===== src/rtl/d_cache_nway.sv =====
// d_cache_nway -- N-way set-associative, write-back, write-allocate data cache.
//
// Sits between the pipeline MEM stage (30-bit word address) and a 128-bit
// block memory. Lookups in IDLE answer combinationally. A miss picks a victim
// (lowest invalid way, otherwise tree pseudo-LRU), writes it back if dirty,
// fills the block, then returns to IDLE where the held request retries and hits.
//
// Parameters:
//   WAYS  associativity (1, 2, 4, 8)
//   SETS  number of sets (power of two, 2..64)
//
// Ports:
//   clk, proc_reset           clock (rising edge), async active-high reset
//   proc_read, proc_write     load / store request (both high = store)
//   proc_addr[29:0]           word address {tag, index, word offset[1:0]}
//   proc_wdata, proc_rdata    store data in, load data out
//   proc_stall                request cannot complete this cycle
//   mem_read, mem_write       block fill / writeback request
//   mem_addr[27:0]            block address {tag, index}
//   mem_rdata, mem_wdata      128-bit fill / writeback data, word k at [32k+31:32k]
//   mem_ready                 memory completion strobe
//
// Optional build macro D_CACHE_PERF_CNT_EN adds saturating 32-bit counters
// perf_hits, perf_misses and perf_wbs.

module d_cache_nway #(
    parameter int WAYS = 2,
    parameter int SETS = 4
) (
    input  logic         clk,
    input  logic         proc_reset,
    input  logic         proc_read,
    input  logic         proc_write,
    input  logic [29:0]  proc_addr,
    output logic [31:0]  proc_rdata,
    input  logic [31:0]  proc_wdata,
    output logic         proc_stall,
    output logic         mem_read,
    output logic         mem_write,
    output logic [27:0]  mem_addr,
    input  logic [127:0] mem_rdata,
    output logic [127:0] mem_wdata,
    input  logic         mem_ready
`ifdef D_CACHE_PERF_CNT_EN
    ,
    output logic [31:0]  perf_hits,
    output logic [31:0]  perf_misses,
    output logic [31:0]  perf_wbs
`endif
);

    localparam int IDX_W  = $clog2(SETS);
    localparam int TAG_W  = 28 - IDX_W;
    localparam int WAY_W  = (WAYS > 1) ? $clog2(WAYS) : 1;
    localparam int PLRU_W = (WAYS > 1) ? WAYS - 1 : 1;

    localparam logic [1:0] S_IDLE = 2'd0;
    localparam logic [1:0] S_WB   = 2'd1;
    localparam logic [1:0] S_FILL = 2'd2;

    // Tree PLRU: node n has children 2n+1 (bit=0 side) and 2n+2 (bit=1 side).
    // Each bit points toward the less recently used subtree.
    function automatic logic [WAY_W-1:0] plru_pick(input logic [PLRU_W-1:0] bits);
        logic [WAY_W-1:0] way;
        logic             b;
        int               node;
        way  = '0;
        node = 0;
        for (int l = 0; l < WAY_W; l++) begin
            b = 1'b0;
            for (int n = 0; n < PLRU_W; n++)
                if (n == node) b = bits[n];
            way  = (way << 1) | WAY_W'(b);
            node = 2 * node + 1 + int'(b);
        end
        return way;
    endfunction

    function automatic logic [PLRU_W-1:0] plru_touch(input logic [PLRU_W-1:0] bits,
                                                     input logic [WAY_W-1:0]  way);
        logic [PLRU_W-1:0] nb;
        logic [WAY_W-1:0]  w;
        logic              dir;
        int                node;
        nb   = bits;
        w    = way;
        node = 0;
        for (int l = 0; l < WAY_W; l++) begin
            dir = w[WAY_W-1];
            w   = w << 1;
            // Point this node away from the way just used.
            for (int n = 0; n < PLRU_W; n++)
                if (n == node) nb[n] = ~dir;
            node = 2 * node + 1 + int'(dir);
        end
        return nb;
    endfunction

    // Address decode
    logic [IDX_W-1:0] idx;
    logic [TAG_W-1:0] tag;
    logic [1:0]       off;
    assign off = proc_addr[1:0];
    assign idx = proc_addr[IDX_W+1:2];
    assign tag = proc_addr[29:IDX_W+2];

    // Storage
    logic [1:0]       state_q;
    logic [WAY_W-1:0] victim_q;
    logic [WAYS-1:0]  valid_q [SETS];
    logic [WAYS-1:0]  dirty_q [SETS];
    logic [TAG_W-1:0] tag_q   [SETS][WAYS];
    logic [127:0]     data_q  [SETS][WAYS];

    logic             req, lookup, hit, hit_now, miss_now, inv_found;
    logic [WAY_W-1:0] hit_way, victim_nxt, plru_victim;
    logic [127:0]     hit_block;

    assign req      = proc_read | proc_write;
    assign lookup   = (state_q == S_IDLE) && req;
    assign hit_now  = lookup && hit;
    assign miss_now = lookup && !hit;

    // NOTE: every variable written in always_comb gets a default first, so no
    // path leaves it unassigned and no latch is inferred.
    always_comb begin
        hit     = 1'b0;
        hit_way = '0;
        for (int w = 0; w < WAYS; w++) begin
            if (valid_q[idx][w] && (tag_q[idx][w] == tag)) begin
                hit     = 1'b1;
                hit_way = WAY_W'(w);
            end
        end
    end

    // Prefer the lowest invalid way; only a full set consults the PLRU tree.
    always_comb begin
        victim_nxt = plru_victim;
        inv_found  = 1'b0;
        for (int w = 0; w < WAYS; w++) begin
            if (!inv_found && !valid_q[idx][w]) begin
                victim_nxt = WAY_W'(w);
                inv_found  = 1'b1;
            end
        end
    end

    generate
        if (WAYS > 1) begin : g_plru
            logic [PLRU_W-1:0] plru_q [SETS];

            always_ff @(posedge clk or posedge proc_reset) begin
                if (proc_reset) begin
                    for (int s = 0; s < SETS; s++) plru_q[s] <= '0;
                end else if (hit_now) begin
                    plru_q[idx] <= plru_touch(plru_q[idx], hit_way);
                end
            end

            assign plru_victim = plru_pick(plru_q[idx]);
        end else begin : g_no_plru
            assign plru_victim = '0;
        end
    endgenerate

    // Outputs. Gating with proc_reset makes the processor side quiet for the
    // whole time reset is held, even with a request still driven.
    assign hit_block  = data_q[idx][hit_way];
    assign proc_rdata = (!proc_reset && hit_now) ? hit_block[{off, 5'b0} +: 32] : 32'h0;
    assign proc_stall = !proc_reset && (miss_now || (state_q != S_IDLE));
    assign mem_write  = (state_q == S_WB);
    assign mem_read   = (state_q == S_FILL);

    always_comb begin
        mem_addr  = '0;
        mem_wdata = '0;
        case (state_q)
            S_WB: begin
                mem_addr  = {tag_q[idx][victim_q], idx};
                mem_wdata = data_q[idx][victim_q];
            end
            S_FILL:  mem_addr = proc_addr[29:2];
            default: ;
        endcase
    end

    // Control state. The request is held stable while stalled, so idx still
    // names the set being serviced throughout WB and FILL.
    // NOTE: sequential state uses non-blocking assignments so every register
    // samples pre-edge values, independent of statement order.
    always_ff @(posedge clk or posedge proc_reset) begin
        if (proc_reset) begin
            state_q  <= S_IDLE;
            victim_q <= '0;
            for (int s = 0; s < SETS; s++) begin
                valid_q[s] <= '0;
                dirty_q[s] <= '0;
            end
        end else begin
            case (state_q)
                S_IDLE: begin
                    if (hit_now && proc_write) begin
                        dirty_q[idx][hit_way] <= 1'b1;
                    end else if (miss_now) begin
                        victim_q <= victim_nxt;
                        state_q  <= dirty_q[idx][victim_nxt] ? S_WB : S_FILL;
                    end
                end
                S_WB: begin
                    if (mem_ready) begin
                        dirty_q[idx][victim_q] <= 1'b0;
                        state_q                <= S_FILL;
                    end
                end
                S_FILL: begin
                    if (mem_ready) begin
                        valid_q[idx][victim_q] <= 1'b1;
                        dirty_q[idx][victim_q] <= 1'b0;
                        state_q                <= S_IDLE;
                    end
                end
                default: state_q <= S_IDLE;
            endcase
        end
    end

    // NOTE: tag and data arrays are not reset; the valid bits alone decide
    // whether their contents mean anything, so clearing them buys nothing.
    always_ff @(posedge clk) begin
        if (hit_now && proc_write)
            data_q[idx][hit_way][{off, 5'b0} +: 32] <= proc_wdata;
        if ((state_q == S_FILL) && mem_ready) begin
            data_q[idx][victim_q] <= mem_rdata;
            tag_q[idx][victim_q]  <= tag;
        end
    end

`ifdef D_CACHE_PERF_CNT_EN
    // retry_q marks the IDLE cycle right after a fill, where the held request
    // re-executes; that cycle is not a new request and is not counted.
    logic retry_q;

    always_ff @(posedge clk or posedge proc_reset) begin
        if (proc_reset) begin
            retry_q     <= 1'b0;
            perf_hits   <= '0;
            perf_misses <= '0;
            perf_wbs    <= '0;
        end else begin
            if ((state_q == S_FILL) && mem_ready)
                retry_q <= 1'b1;
            else if (state_q == S_IDLE)
                retry_q <= 1'b0;

            if (lookup && !retry_q) begin
                if (hit) begin
                    if (perf_hits != '1) perf_hits <= perf_hits + 32'd1;
                end else begin
                    if (perf_misses != '1) perf_misses <= perf_misses + 32'd1;
                end
            end

            if ((state_q == S_WB) && mem_ready && (perf_wbs != '1))
                perf_wbs <= perf_wbs + 32'd1;
        end
    end
`endif

endmodule


===== config.mk =====
export PLATFORM = sky130hd
export DESIGN_NAME = d_cache_nway
export DESIGN_NICKNAME = d
export VERILOG_FILES = /design/src/rtl/d_cache_nway.sv
export SDC_FILE = /design/constraint.sdc
export NUM_CORES = 2
export LEC_CHECK = 0
export BUFFER_PORTS_ARGS = -buffer_cell sky130_fd_sc_hd__buf_2
export CORE_MARGIN = 2
export CORE_UTILIZATION = 40
export DETAILED_ROUTE_END_ITERATION = 6
export PLACE_DENSITY = 0.55
export SYNTH_ARGS = -nofsm -noshare
export SYNTH_HDL_FRONTEND = slang
export SYNTH_SLANG_ARGS = --single-unit

===== constraint.sdc =====
create_clock -name clk -period 8.7 [get_ports clk]
set_input_delay 0.435 -clock clk [delete_from_list [all_inputs] [get_ports clk]]
set_output_delay 0.435 -clock clk [all_outputs]
set_load 0.01 [all_outputs]

## After elaboration in Yosys (flattened, before gate mapping)

Memories as Yosys holds them, arrays and structs flattened.
Cells that the tools add are included.
Widths: inputs -> output; s select.

| cells by class | value |
|---|---|
| multiplexer cells | 316 |
| reduce and logical (&&, ||, !) cells | 27 |
| eq/ne operators | 10 |
| shift-type cells | 3 |
| add/subtract/negate cells | 1 |
| bitwise gates (word level) | 266 |
| order comparisons | 11 |

Operator list:

| operator | count |
|---|---|
| $mux 128 | 9 |
| $mux 256 | 2 |
| $mux 1 | 271 |
| $or 1x1->1 | 257 |
| $demux 128 s1 | 2 |
| $shift 32x9->128 const A | 1 |
| $shiftx 128x8->32 | 1 |
| $shiftx 32x9->128 | 1 |
| $mux 26 | 4 |
| $pmux 28 s2 | 1 |
| $eq 26x26->1 | 2 |
| $mux 52 | 1 |
| $mux 32 | 1 |
| $demux 26 s1 | 1 |
| $mux 2 | 11 |
| $mux 8 | 2 |
| $or 8x8->8 | 2 |
| $pmux 8 s2 | 1 |
| $logic_and 1x1->1 | 15 |
| $neg 7->9 | 1 |
| $and 8x8->8 | 1 |
| $bmux 2 s2 | 2 |
| $demux 2 s2 | 2 |
| $ne 2x1->1 const B | 4 |
| other kinds (26) | 39 |

| storage, ports and cells | value |
|---|---|
| register bits | 23 |
| input bits | 195 |
| word-level logic and storage cells | 650 |
| memories kept | 2 |
| RAM bits | 1232 |
| output and inout bits | 191 |

Memory list:

| memory | words | bits a word | rd ports | clocked after memory_dff | write ports | line | source |
|---|---|---|---|---|---|---|---|
| data_q | 4 | 256 | 1 | 0 | 1 | 113 | `logic [127:0] data_q [SETS][WAYS];` |
| tag_q | 4 | 52 | 1 | 0 | 1 | 112 | `logic [TAG_W-1:0] tag_q [SETS][WAYS];` |

## Longest topological paths before layout

| depth | value |
|---|---|
| depth in word-level cells | 15 |
| gate-level depth with buffers | 13 |
| gate-level depth less buffers | 8 |

## Worst setup path before layout

OpenSTA, ideal clock, no wires.

| timing path | value |
|---|---|
| path kind | input port to flip-flop |
| from | input proc_addr[2] |
| to | memory data_q[0][0] in the netlist's numbering, enable pin |
| required time | 8.279 ns |
| slack | 4.454 ns |
| cell stages on the path | 12 |
| arrival time | 3.825 ns |
| setup time | 0.421 ns |
| path through | buf_4 > buf_6 > buf_6 > mux2i_1 > xor2_1 > o2111ai_1 > a222oi_1 > and3_1 > buf_2 > buf_2 > a21oi_1 > nor2_1 |

| between the ends | value |
|---|---|
| word-level cells in the longest chain between the ends | 13 |
| elaborated cells between the ends (all ways) | 23 |
| those cells by class | 2 x order compare; 2 x eq/ne; 10 x mux; 3 x bitwise; 5 x reduce/logical; 1 x memory |

RTL lines:

| what | line | source |
|---|---|---|
| start, declared | 34 | `input logic [29:0] proc_addr,` |
| parallel branches: the longest is 13 deep, another holds $mem_v2 4x52 | -- |  |
| end, declared | 113 |  |

Parallel ways; which one is timed is not known. The select of a mux whose other input is x is not followed.

## Worst setup path in the final report

| timing path | value |
|---|---|
| from | input proc_addr[2] |
| to | output proc_rdata[11] |

| between the ends | value |
|---|---|
| word-level cells in the longest chain between the ends | 12 |
| elaborated cells between the ends (all ways) | 21 |
| those cells by class | 2 x eq/ne; 1 x shift; 10 x mux; 2 x bitwise; 4 x reduce/logical; 2 x memory |

RTL lines:

| what | line | source |
|---|---|---|
| parallel branches: the longest is 11 deep, another holds $mem_v2 4x52 | -- |  |
| $mux 32 (*) | 170 | `assign proc_rdata = (!proc_reset && hit_now) ? hit_block[{off, 5'b0} +: 32] : 32'h0;` |
| end, declared | 35 | `output logic [31:0] proc_rdata,` |

Every way passes the cells marked *. The select of a mux whose other input is x is not followed.

==> impl_metrics.ini <==
[outcome]
outcome = finished with violations
violations = design-rule violations

[sta]
setup_ws_ns = 2.56
finalCriticalPeriod_ns = 6.14
setup_viol = 0
skew_ns = 0.0314
fmax_ghz = 0.163
tns_ns = 0
rsz0062_at_grt = no
fin_crit_sh = 0.706
relSlewSlack = 0.127
report.final.slew_viol_count = 0
hold_violations = 0
worst_slew_pin_slew_ns = 1.30

[synth]
synth_cell_types = 54
yosys_warnings = 0
async_reset_ff_frac = 0.0183
synthesis.nets = 3820
ys.flop_type = edfxtp_1
synth_largest_area_cell = edfxtp_1
ys_ff_latch = 1255
yosysTopAreaCellShare = 0.676
synth_area_um2 = 54700
syn_area_per_cell_um2 = 15.1
synth_area_leaders = edfxtp_1, mux4_2, nand2_1
synthCells = 3616
synth_edf_count = 1232
seq_area_frac_synth = 0.687

[detailed_routing]
ant_nets = 0
routed_wl_um = 192000
dr.pass1.iters = 7
num_vias = 34600
detail_route.iter0.violations = 4308
drc = 2
avgViaCountPerCell = 5.91
post_drt_wl_per_cell_um = 32.8

[clock_tree]
cts_hold_buf = 1
path_clk_slew_ns = 0.06
cts_root_buffer = clkbuf_16
cts_num_sinks = 1255
numCtsBuffers = 137
clk_latency_ns = 0.76
cts_tree = yes
cts-htree-levels = 4
postCtsSetupBuffers = 0
cts-resized-gates = 0
clockBufferDepth = 3

[placed_design]
dpl.hpwl_um = 131000
place_inst = 5614
routabilityCongestion = 0.904
io_buffers = 385
dp_slack_ns = 2.55

[global_route]
grt_pass1_vias = 33100
grt_max_degree = 130
grt_overflow = 0
grt_pass1_wl_um = 264000
antenna_found_initial = 36
grt_use_total = 0.272

[floorplan]
fp.dieW_um = 374
ios = 386
die_area_um2 = 140000
fp-row-count = 135
start_util = 0.403
die_h_um = 374
core_area_um2 = 136000

[finish]
final_cell_mix = edfxtp_1, nand2_1, buf_2
layout-drive-gt1-share = 0.251
final_common_cell = edfxtp_1
post-route-util = 0.465
final_net_count = 4177
area_growth_pct = 15.4
final_cells = 5863
nFillCells = 11800

[worst_setup_path]
path_cells = buf_8, mux4_2, xnor2_1, nand4_1, nor3_1, nand3_4, buf_12, mux2i_1, a32oi_1, and4_1, buf_2
worst_setup_path_start_kind = primary input
required_ns = 8.27
cp_num_buf_inv = 3
crit_arrival_ns = 5.71
critical_path.endpoint_type = output pin
path_class = in2out
crit_fanout = 82
max_stage_delay_ns = 0.96
crit_slowest_cell = mux2i_1
path_delay_family = simple AND/OR/NAND/NOR gates

[job]
cap_viol_max_count = 0

[power_and_ir_drop]
power_leakage_nw = 21.4
ir_worst_vdd_v = 0.000216
power_per_cell_area_nw_per_um2 = 251

[hold_path]
hold_class = in2reg
[report_power, final]
part | switching, W | internal, W | leakage (nW)
Sequential | 0.0000725 | 0.00714 | 11.6
Combinational | 0.00218 | 0.000824 | 7.71
Clock | 0.00240 | 0.00320 | 2.08
[layout make-up]
type,instances,area (um^2),share of cell area
antenna,5,12.5,0.000198
clock buffer,172,3620,0.0574
clock inverter,71,652,0.0103
inverter,11,46.3,0.000733
multi-input combinational,2099,16400,0.259
sequential,1255,37600,0.595
tap,1781,2230,0.0353
timing repair buffer,469,2620,0.0415
[stage by stage]
stage | area [um^2] | total power (W) | hold slack, ns
final | 63100 | 0.0158 | 0.0315
after global routing | 63100 | 0.0163 | 0.0301
after CTS | 63100 | 0.0159 | 0.00589
after detailed placement | 58800 | 0.0103 | 0.452
after global placement | 58800 | 0.0103 | 0.446
after floorplan | 54700 | 0.00893 | 0.434
[worst reg2reg max path: cells and delay by family, from the launching register on]
kind | cells | cell delay [ns]
buf+inv | 1 | 0.39
simple gates | 5 | 2.35
flops | 1 | 0.37
compound gates | 1 | 0.44
xor+xnor | 1 | 0.35
mux | 1 | 0.51
[state kept, by name, indices dropped and copies added, names as in the netlist]
signal and cells:
data_q 1024, valid_q 8, dirty_q 8, tag_q 208, g_plru.plru_q 4, state_q 2
victim_q 1
[path summary, 6_finish.rpt]
path                       cells after the start                  endpoint                    from  slack (ns)
setup / recovery                              11            proc_rdata[11]            proc_addr[2]        2.56
hold / removal                                 1    tag_q[2][27]$_DFFE_PP_            proc_addr[5]        0.03
setup reg to reg                               9  data_q[3][137]$_DFFE_PP_  tag_q[0][26]$_DFFE_PP_        3.99
hold reg to reg                                1    valid_q[1]$_DFFE_PP0P_  valid_q[1]$_DFFE_PP0P_        0.47
max in group asynchronous                      4      victim_q$_DFFE_PP0P_              proc_reset        8.06
min in group asynchronous                      4    valid_q[4]$_DFFE_PP0P_              proc_reset        0.33
[routing by layer]
layer | global-route usage | share of wire
met4 | 0.135 | 0.056
met2 | 0.428 | 0.47
met3 | 0.0623 | 0.095
met5 | 0 | 0.00059
met1 | 0.357 | 0.38
[cell usage after synthesis, types with 22 or more instances]
cell type  number
nand3_1        78
and4_1         32
nor2b_1        28
a32oi_1        32
edfxtp_1     1232
buf_1          31
clkbuf_1      188
o21ai_0       273
mux4_2        305
dfrtp_1        23
a22oi_1        30
xnor2_1        36
buf_2          22
mux2i_1        54
nand2_1       922
nor2_1         54
a21boi_0      128
[logic make-up (layout without fill, tap and decap cells)]
group                    after synthesis  after routing  synth area share
buffers and inverters                262            723            0.0196
AND/OR/NAND/NOR                     1176           1176            0.0899
XOR/XNOR                              48             48           0.00769
multiplexers                         366            366             0.137
flip-flops                          1255           1255             0.687
adder cells (fa/ha/maj)                9              9           0.00206
other                                  0              5                 0
AO/OA/AOI/OAI                        500            500            0.0567
No activity file was read; power rests on OpenSTA's default activity.
